`src/rtl/multiplier_arbiter.sv`:
```
// Round-robin arbiter sharing one multiplier among R requesters.
// Latches winner operands, runs start/finished handshake, returns product.
module multiplier_arbiter #(
  parameter int N = 4,
  parameter int R = 4
) (
  input  logic           i_clock,
  input  logic           i_reset,
  input  logic [R-1:0]   i_request,
  input  logic [R*N-1:0] i_multiplicands,
  input  logic [R*N-1:0] i_multipliers,
  output logic [R-1:0]   o_grant,
  output logic [R-1:0]   o_done,
  output logic [2*N-1:0] o_product,
  output logic           o_busy,
  output logic           o_mul_start,
  output logic [N-1:0]   o_mul_multiplicand,
  output logic [N-1:0]   o_mul_multiplier,
  input  logic           i_mul_finished,
  input  logic [2*N-1:0] i_mul_product
);

  localparam int PW = (R > 1) ? $clog2(R) : 1;

  typedef enum logic [1:0] {
    IDLE,
    START,
    WAIT,
    DONE
  } state_e;

  state_e         state_q, state_d;
  logic [PW-1:0]  ptr_q, ptr_d;
  logic [PW-1:0]  gidx_q, gidx_d;
  logic [R-1:0]   grant_q, grant_d;
  logic [2*N-1:0] prod_q, prod_d;
  logic [N-1:0]   a_q, a_d;
  logic [N-1:0]   b_q, b_d;
  logic           fin_q;
  logic           rise;
  logic           found;
  logic [PW-1:0]  win;

  // a level finished left high by the previous op must not count
  assign rise = i_mul_finished & ~fin_q;

  always_comb begin
    win   = '0;
    found = 1'b0;
    for (int i = 0; i < R; i++) begin
      if (!found && i_request[(int'(ptr_q) + i) % R]) begin
        found = 1'b1;
        win   = PW'((int'(ptr_q) + i) % R);
      end
    end
  end

  always_comb begin
    state_d = state_q;
    ptr_d   = ptr_q;
    gidx_d  = gidx_q;
    grant_d = grant_q;
    prod_d  = prod_q;
    a_d     = a_q;
    b_d     = b_q;
    unique case (state_q)
      IDLE: begin
        if (found) begin
          gidx_d       = win;
          grant_d      = '0;
          grant_d[win] = 1'b1;
          a_d          = i_multiplicands[int'(win)*N +: N];
          b_d          = i_multipliers[int'(win)*N +: N];
          state_d      = START;
        end
      end
      START: state_d = WAIT;
      WAIT: begin
        if (rise) begin
          prod_d  = i_mul_product;
          state_d = DONE;
        end
      end
      DONE: begin
        grant_d = '0;
        ptr_d   = (gidx_q == PW'(R - 1)) ? '0 : gidx_q + PW'(1);
        state_d = IDLE;
      end
      default: state_d = IDLE;
    endcase
  end

  always_ff @(posedge i_clock or negedge i_reset) begin
    if (!i_reset) begin
      state_q <= IDLE;
      ptr_q   <= '0;
      gidx_q  <= '0;
      grant_q <= '0;
      prod_q  <= '0;
      a_q     <= '0;
      b_q     <= '0;
      fin_q   <= 1'b0;
    end else begin
      state_q <= state_d;
      ptr_q   <= ptr_d;
      gidx_q  <= gidx_d;
      grant_q <= grant_d;
      prod_q  <= prod_d;
      a_q     <= a_d;
      b_q     <= b_d;
      fin_q   <= i_mul_finished;
    end
  end

  assign o_grant            = grant_q;
  assign o_done             = (state_q == DONE) ? grant_q : '0;
  assign o_product          = prod_q;
  assign o_busy             = (state_q != IDLE);
  assign o_mul_start        = (state_q == START);
  assign o_mul_multiplicand = a_q;
  assign o_mul_multiplier   = b_q;

endmodule

```
`config.mk`:
```
export PLATFORM = sky130hd
export DESIGN_NAME = multiplier_arbiter
export DESIGN_NICKNAME = d
export VERILOG_FILES = /design/src/rtl/multiplier_arbiter.sv
export SDC_FILE = /design/constraint.sdc
export NUM_CORES = 1
export LEC_CHECK = 0
export CAP_MARGIN = 25
export CORE_UTILIZATION = 60
export CTS_CLUSTER_DIAMETER = 30
export DETAILED_ROUTE_END_ITERATION = 10
export DONT_BUFFER_PORTS = 1
export PLACE_DENSITY = 0.76
export SETUP_SLACK_MARGIN = 0.15
export SLEW_MARGIN = 20
export SYNTH_ARGS = -nofsm -noshare
export SYNTH_HDL_FRONTEND = slang
export SYNTH_SLANG_ARGS = --single-unit
```
`constraint.sdc`:
```
create_clock -name i_clock -period 2.2 [get_ports i_clock]
set_input_delay 0.44 -clock i_clock [delete_from_list [all_inputs] [get_ports i_clock]]
set_output_delay 0.44 -clock i_clock [all_outputs]
set_load 0.02 [all_outputs]
```
==> metrics.cfg, run 1 <==
[cells_and_area]
layout_commonest_cell=dfrtp_1
drive_above_1_share=0.1643
stdcell_count=168
num_antenna_cells=0
final_cell_mix=dfrtp_1, nor2_1, mux2_2, mux2i_1, a211oi_1
area_growth_pct=4.696
num-nets-final=194

[routing]
vias_per_cell=6.690
firstDrtPassIters=4
routed_wl_um=3120
vias=1124
drtAntennaViolNets=0
drt_first_iter_violations=22
post_drt_wl_per_cell_um=18.57
drc_errors=0

[grt]
grt-ovfl-total=0
grt_pass1_wl_um=4664
grt_pass1_vias=1030
antenna_found_initial=0
grt.total_usage=0.2360
grt_max_degree=28

[worst_setup_path]
reg2reg_to=o_mul_multiplier[3]
start_kind=flop
startpoint=ptr_q[1]
critPathCapture=o_mul_multiplier[3]
path_class=flop to flop
worst-r2r-setup-slack_ns=0.34
reg2reg_depth=5
cp.arrival_ns=2.07
r2r_start=ptr_q[1]
crit_path_end_kind=flop
crit_path_max_fanout=18
required_ns=2.41

[synthesis]
synthTopCellsByArea=dfrtp_1, mux2_2, mux2i_1
synth_top_family_by_area=compound AO/OA/AOI/OAI gates
synthDominantCellAreaShare=0.4448
syn_area_per_cell_um2=11.01
async_flop_share=1.000
synth_top_area_cell=dfrtp_1
synth_flop_cell=dfrtp_1
yosys.area_share.simple=0.1524
synth_xor_area_frac=0
yosysUniqueCellTypes=35
yosysWarnings=0
synth-edff-count=0
synth_seq_cells=27
muxShareOfSynthArea=0.1269
synth_cells=138
syn_nets=191
synthAdderAreaFrac=0.04942
synth_compound_gate_area_share=0.1960
ys_seq_area_frac=0.4448
syn_area_um2=1519

[placement]
hpwl_um=2347
placed_cells=162
port_buffers=0
gp_congestion=0.9035
preCtsSetupSlack_ns=0.2791

[power_and_ir_drop]
p_leak_nw=0.6867
vdd_ir_drop_max_uv=914.2
cellPowerDensity_nw_per_um2=1421

[sta]
rsz0062_at_grt=no
timing.setup.tns_ns=0
min_period_ns=1.858
maxSlewViolCount=0
relSlewSlack=0.6656
whs_ns=0.1287
fmax_mhz=538.1
skew_ns=0.007806
worst_pin_slew_ns=0.4889
hold_viol_final=0
fin_crit_sh=0.8447
setup_ws_ns=0.3417
finalSetupViolCount=0

[die]
rows=17
die_width_um=52.32
die_h_um=52.32
dieArea_um2=2737
ioPinCount=73
fp.coreArea_um2=2297
initial_core_util=0.6612

[min_path]
hold_class=input pin to flop
hold_depth=0

[clock_network]
cts-resized-gates=0
clkSinkCount=27
htreeDepth=1
tritoncts=built
cts_inserted_buffers=3
cts_root_buf=clkbuf_4
clkSlewWorstSetupHoldPaths_ns=0.15
cts_buffer_depth=2
clock_latency_ns=0.32

[run_status]
status=finished clean

[job]
drv_cap=0

how the worst min path moves through the flow:
stage	startpoint	endpoint	slack [ns]
2_1_floorplan	i_reset	fin_q	0.14
3_3_place_gp	i_reset	o_mul_multiplicand[3]	0.14
3_5_place_dp	i_reset	o_mul_multiplicand[3]	0.14
4_1_cts	i_mul_finished	fin_q	0.12
5_1_grt	i_mul_finished	fin_q	0.11
6_report	i_mul_finished	fin_q	0.13
layer usage:
layer,global-route usage,share of wire,wire length [µm],vias to the layer above
met5,0,0,0,-
met4,0.08772,0.015,46,0
met3,0.07826,0.090,280,6
met2,0.3903,0.48,1511,57
met1,0.2828,0.41,1280,543
li1,-,-,-,518
through the flow:
step	utilization	power (mW)	area [µm²]
floorplan	-	1.855	1519
global placement	0.6661	1.982	1530
detailed placement	0.6661	2.037	1530
CTS	0.6923	2.268	1590
global route	0.6923	2.415	1590
finish	0.6923	2.260	1590
cells by family after synthesis:
group / count (synthesis)
DFF: 27
and+or+nand+nor: 42
AOI/OAI and AO/OA: 36
buffers and inverters: 9
adders and majority gates: 6
muxes: 18
power breakdown:
| part | leakage [nW] | switching (mW) | internal [mW] |
|---|---|---|---|
| Clock | 0.0139 | 0.150 | 0.0694 |
| Sequential | 0.322 | 0.381 | 0.724 |
| Combinational | 0.351 | 0.531 | 0.403 |
| Total | 0.687 | 1.06 | 1.20 |
critical path: stages, from the launching register on:
cell       delay (ns)
dfrtp_1          0.43
mux2i_1          0.20
o22a_2           0.28
nand2_4          0.18
a2111oi_0        0.56
a211oi_1         0.10
timing repair:
action | in CTS | in global routing
buffers inserted | 0 | 0
hold endpoints to repair | 27 | 0
hold buffers | 2 | 0
registers in the layout (all words and copies together), names as in the netlist:
register	count
fin_q	1
ptr_q	2
o_mul_multiplier	4
state_q	2
o_mul_multiplicand	4
o_product	8
o_grant	4
gidx_q	2
synthesized netlist by cell type (2+ instances only):
| library cell | instances |
|---|---|
| nor2_1 | 10 |
| and2_1 | 6 |
| o21ai_1 | 4 |
| a21o_1 | 2 |
| a2111oi_0 | 6 |
| and3_1 | 7 |
| clkbuf_1 | 3 |
| nand2b_1 | 4 |
| a211oi_1 | 8 |
| mux2i_1 | 8 |
| a32oi_1 | 4 |
| inv_1 | 4 |
| nand2_1 | 7 |
| a21oi_1 | 2 |
| nor2_2 | 2 |
| ha_1 | 6 |
| dfrtp_1 | 27 |
| mux2_2 | 10 |
| o21ai_0 | 2 |
cell type report:
cell class | count | area (µm²)
clock inverters | 1 | 7.507
fillers | 160 | 706.9
inverters | 4 | 15.01
multi-input cells | 102 | 797.0
clock buffers | 3 | 22.52
repair buffers | 3 | 37.54
well taps | 28 | 35.03
flip-flops and latches | 27 | 675.6
No activity file was read; power rests on OpenSTA's default activity.
==> run 2: changes to the inputs <==
- CORE_UTILIZATION: 60 -> 56
- PLACE_DENSITY: 0.76 -> 0.74
- clock period: 2.2 -> 1.55 ns (I/O delays scaled with it)
==> run 2 against run 1 <==
Effect of this change: the flow now finishes with violations (setup timing); utilization rose by 21 points; wire length grew 54%; via count rose by 25%; combinational power grew to 3.0 times the previous value; die area is 6.9% higher; sequential share of layout area shrank 13 points; maximum frequency is 3.8% higher; clock-buffer cell count stayed put.
==> metrics.cfg, run 2 (synthesis gave the netlist of run 1 again) <==
[run_status]
status=finished, violations left
violations=setup timing

[grt]
antenna_found_initial=0
busiest_layer=met2
grt_pass1_vias=1196
grt_max_degree=28
gr-usage-met1=0.2896
use_met2=0.5391
grt_pass1_wl_um=5568
use_met3=0.09040
grt.total_usage=0.2813
grt-ovfl-total=0

[die]
ioPinCount=73
initial_core_util=0.6022
fp.coreArea_um2=2522
die_h_um=54.08
die_width_um=54.08
dieArea_um2=2925
rows=18

[cells_and_area]
area_growth_pct=49.51
final_cell_mix=dfrtp_1, buf_4, buf_6, nor2_1, mux2_2
num-nets-final=223
drive_above_1_share=0.5503
layout_commonest_cell=dfrtp_1
largest_register_ffs=8
num_antenna_cells=0
design_area_um2=2271

[sta]
fin_crit_sh=1.155
rsz0062_at_grt=yes
fmax_mhz=558.4
setup_ws_ns=-0.2409
worst_pin_slew_ns=0.4083
finalSetupViolCount=18
relSlewSlack=0.7278
maxSlewViolCount=0
hold_viol_final=0
skew_ns=0.002669
min_period_ns=1.791

[routing]
routed_wl_um=4814
firstDrtPassIters=4
drt_first_iter_violations=45
drc_errors=0
post_drt_wl_per_cell_um=24.19
vias_per_cell=7.040
drtAntennaViolNets=0
vias=1401

[worst_setup_path]
reg2reg_to=o_mul_multiplier[2]
r2r_start=ptr_q[1]
start_kind=flop
required_ns=1.77
crit_path_max_fanout=5
path_class=flop to flop
worst-r2r-setup-slack_ns=-0.24
reg2reg_depth=6
crit_path_end_kind=flop
cp.arrival_ns=2.02

[min_path]
hp-start=i_mul_product[0]
hold_depth=1
min_delay_worst_endpoint=o_product[0]
hold_class=input pin to flop

[power_and_ir_drop]
p_clk_frac=0.070
power_frac_seq=0.335
p_leak_nw=0.8869
power.internal_mw=2.576
vdd_ir_drop_max_uv=1687
cellPowerDensity_nw_per_um2=2105
swShare=0.4613
power_switching_mw=2.206
share_comb_of_total_power=0.595
total_power_mw=4.781

[placement]
port_buffers=0
hpwl_um=2596
preCtsSetupSlack_ns=-0.1292
dpl_cell_area_um2=1720
gp_congestion=0.8188

[clock_network]
cts_buffer_depth=2
htreeDepth=1
clkSlewWorstSetupHoldPaths_ns=0.15
cts_root_buf=clkbuf_4
cts_inserted_buffers=3
clkSinkCount=27
tritoncts=built
clock_latency_ns=0.34

[job]
drv_cap=0

[run 2: routing by layer]
layer  routed length [µm]  up-vias
li1                     -      590
met2                 2507       99
met3                  449       21
met5                    0        -
met4                  154        0
met1                 1703      691
[run 2: repair_timing]
action / 4_1_cts / 5_1_grt
pin swaps: 8 / 21
buffers inserted: 10 / 1
hold buffers: 3 / 0
cloned: 0 / 2
setup endpoints to repair: 28 / 30
hold endpoints to repair: 28 / 0
resized for setup: 28 / 42
[run 2: layout make-up]
class                           count  area, µm²
Clock buffer                        3      22.52
Clock inverter                      1      8.758
Fill cell                          98      251.5
Inverter                            4      17.52
Multi-Input combinational cell    104       1174
Sequential cell                    27      676.9
Tap cell                           30      37.54
Timing Repair Buffer               30      334.1
[run 2: metrics by stage]
stage | util | setup TNS, ns | hold slack, ns | std cells
finish | 0.9003 | -2.237 | 0.1043 | 199
CTS | 0.7897 | -0.9861 | 0.09841 | 196
floorplan | - | 0 | 0.01441 | 138
global placement | 0.6820 | -0.3871 | 0.01491 | 179
global route | 0.9003 | -3.145 | 0.08040 | 199
detailed placement | 0.6820 | -1.074 | 0.01491 | 179
[run 2: worst max-delay path by stage]
stage / from / end / slack (ns) / cells past startpoint
6_report: ptr_q[1] / o_mul_multiplier[2] / -0.24 / 6
5_1_grt: ptr_q[1] / o_mul_multiplier[2] / -0.30 / 6
4_1_cts: ptr_q[1] / o_mul_multiplier[0] / -0.12 / 6
3_5_place_dp: ptr_q[1] / o_mul_multiplier[0] / -0.13 / 5
3_3_place_gp: ptr_q[1] / o_mul_multiplier[2] / -0.07 / 5
2_1_floorplan: ptr_q[1] / o_mul_multiplier[1] / 0.06 / 5
[run 2: worst max-delay path, cell delays in order (launching register included)]
cell and delay (ns):
dfrtp_2 0.47, nand2_2 0.13, a311oi_4 0.43, nor2_4 0.10
buf_12 0.16, a2111oi_4 0.30, a211oi_2 0.08
[run 2: power groups by stage]
stage / sequential [mW] / combinational (mW) / clock [mW]
4_1_cts: 1.58 / 2.21 / 0.338
3_3_place_gp: 1.56 / 1.69 / 0
2_1_floorplan: 1.52 / 1.23 / 0
5_1_grt: 1.64 / 3.00 / 0.362
6_report: 1.60 / 2.84 / 0.334
3_5_place_dp: 1.58 / 1.77 / 0
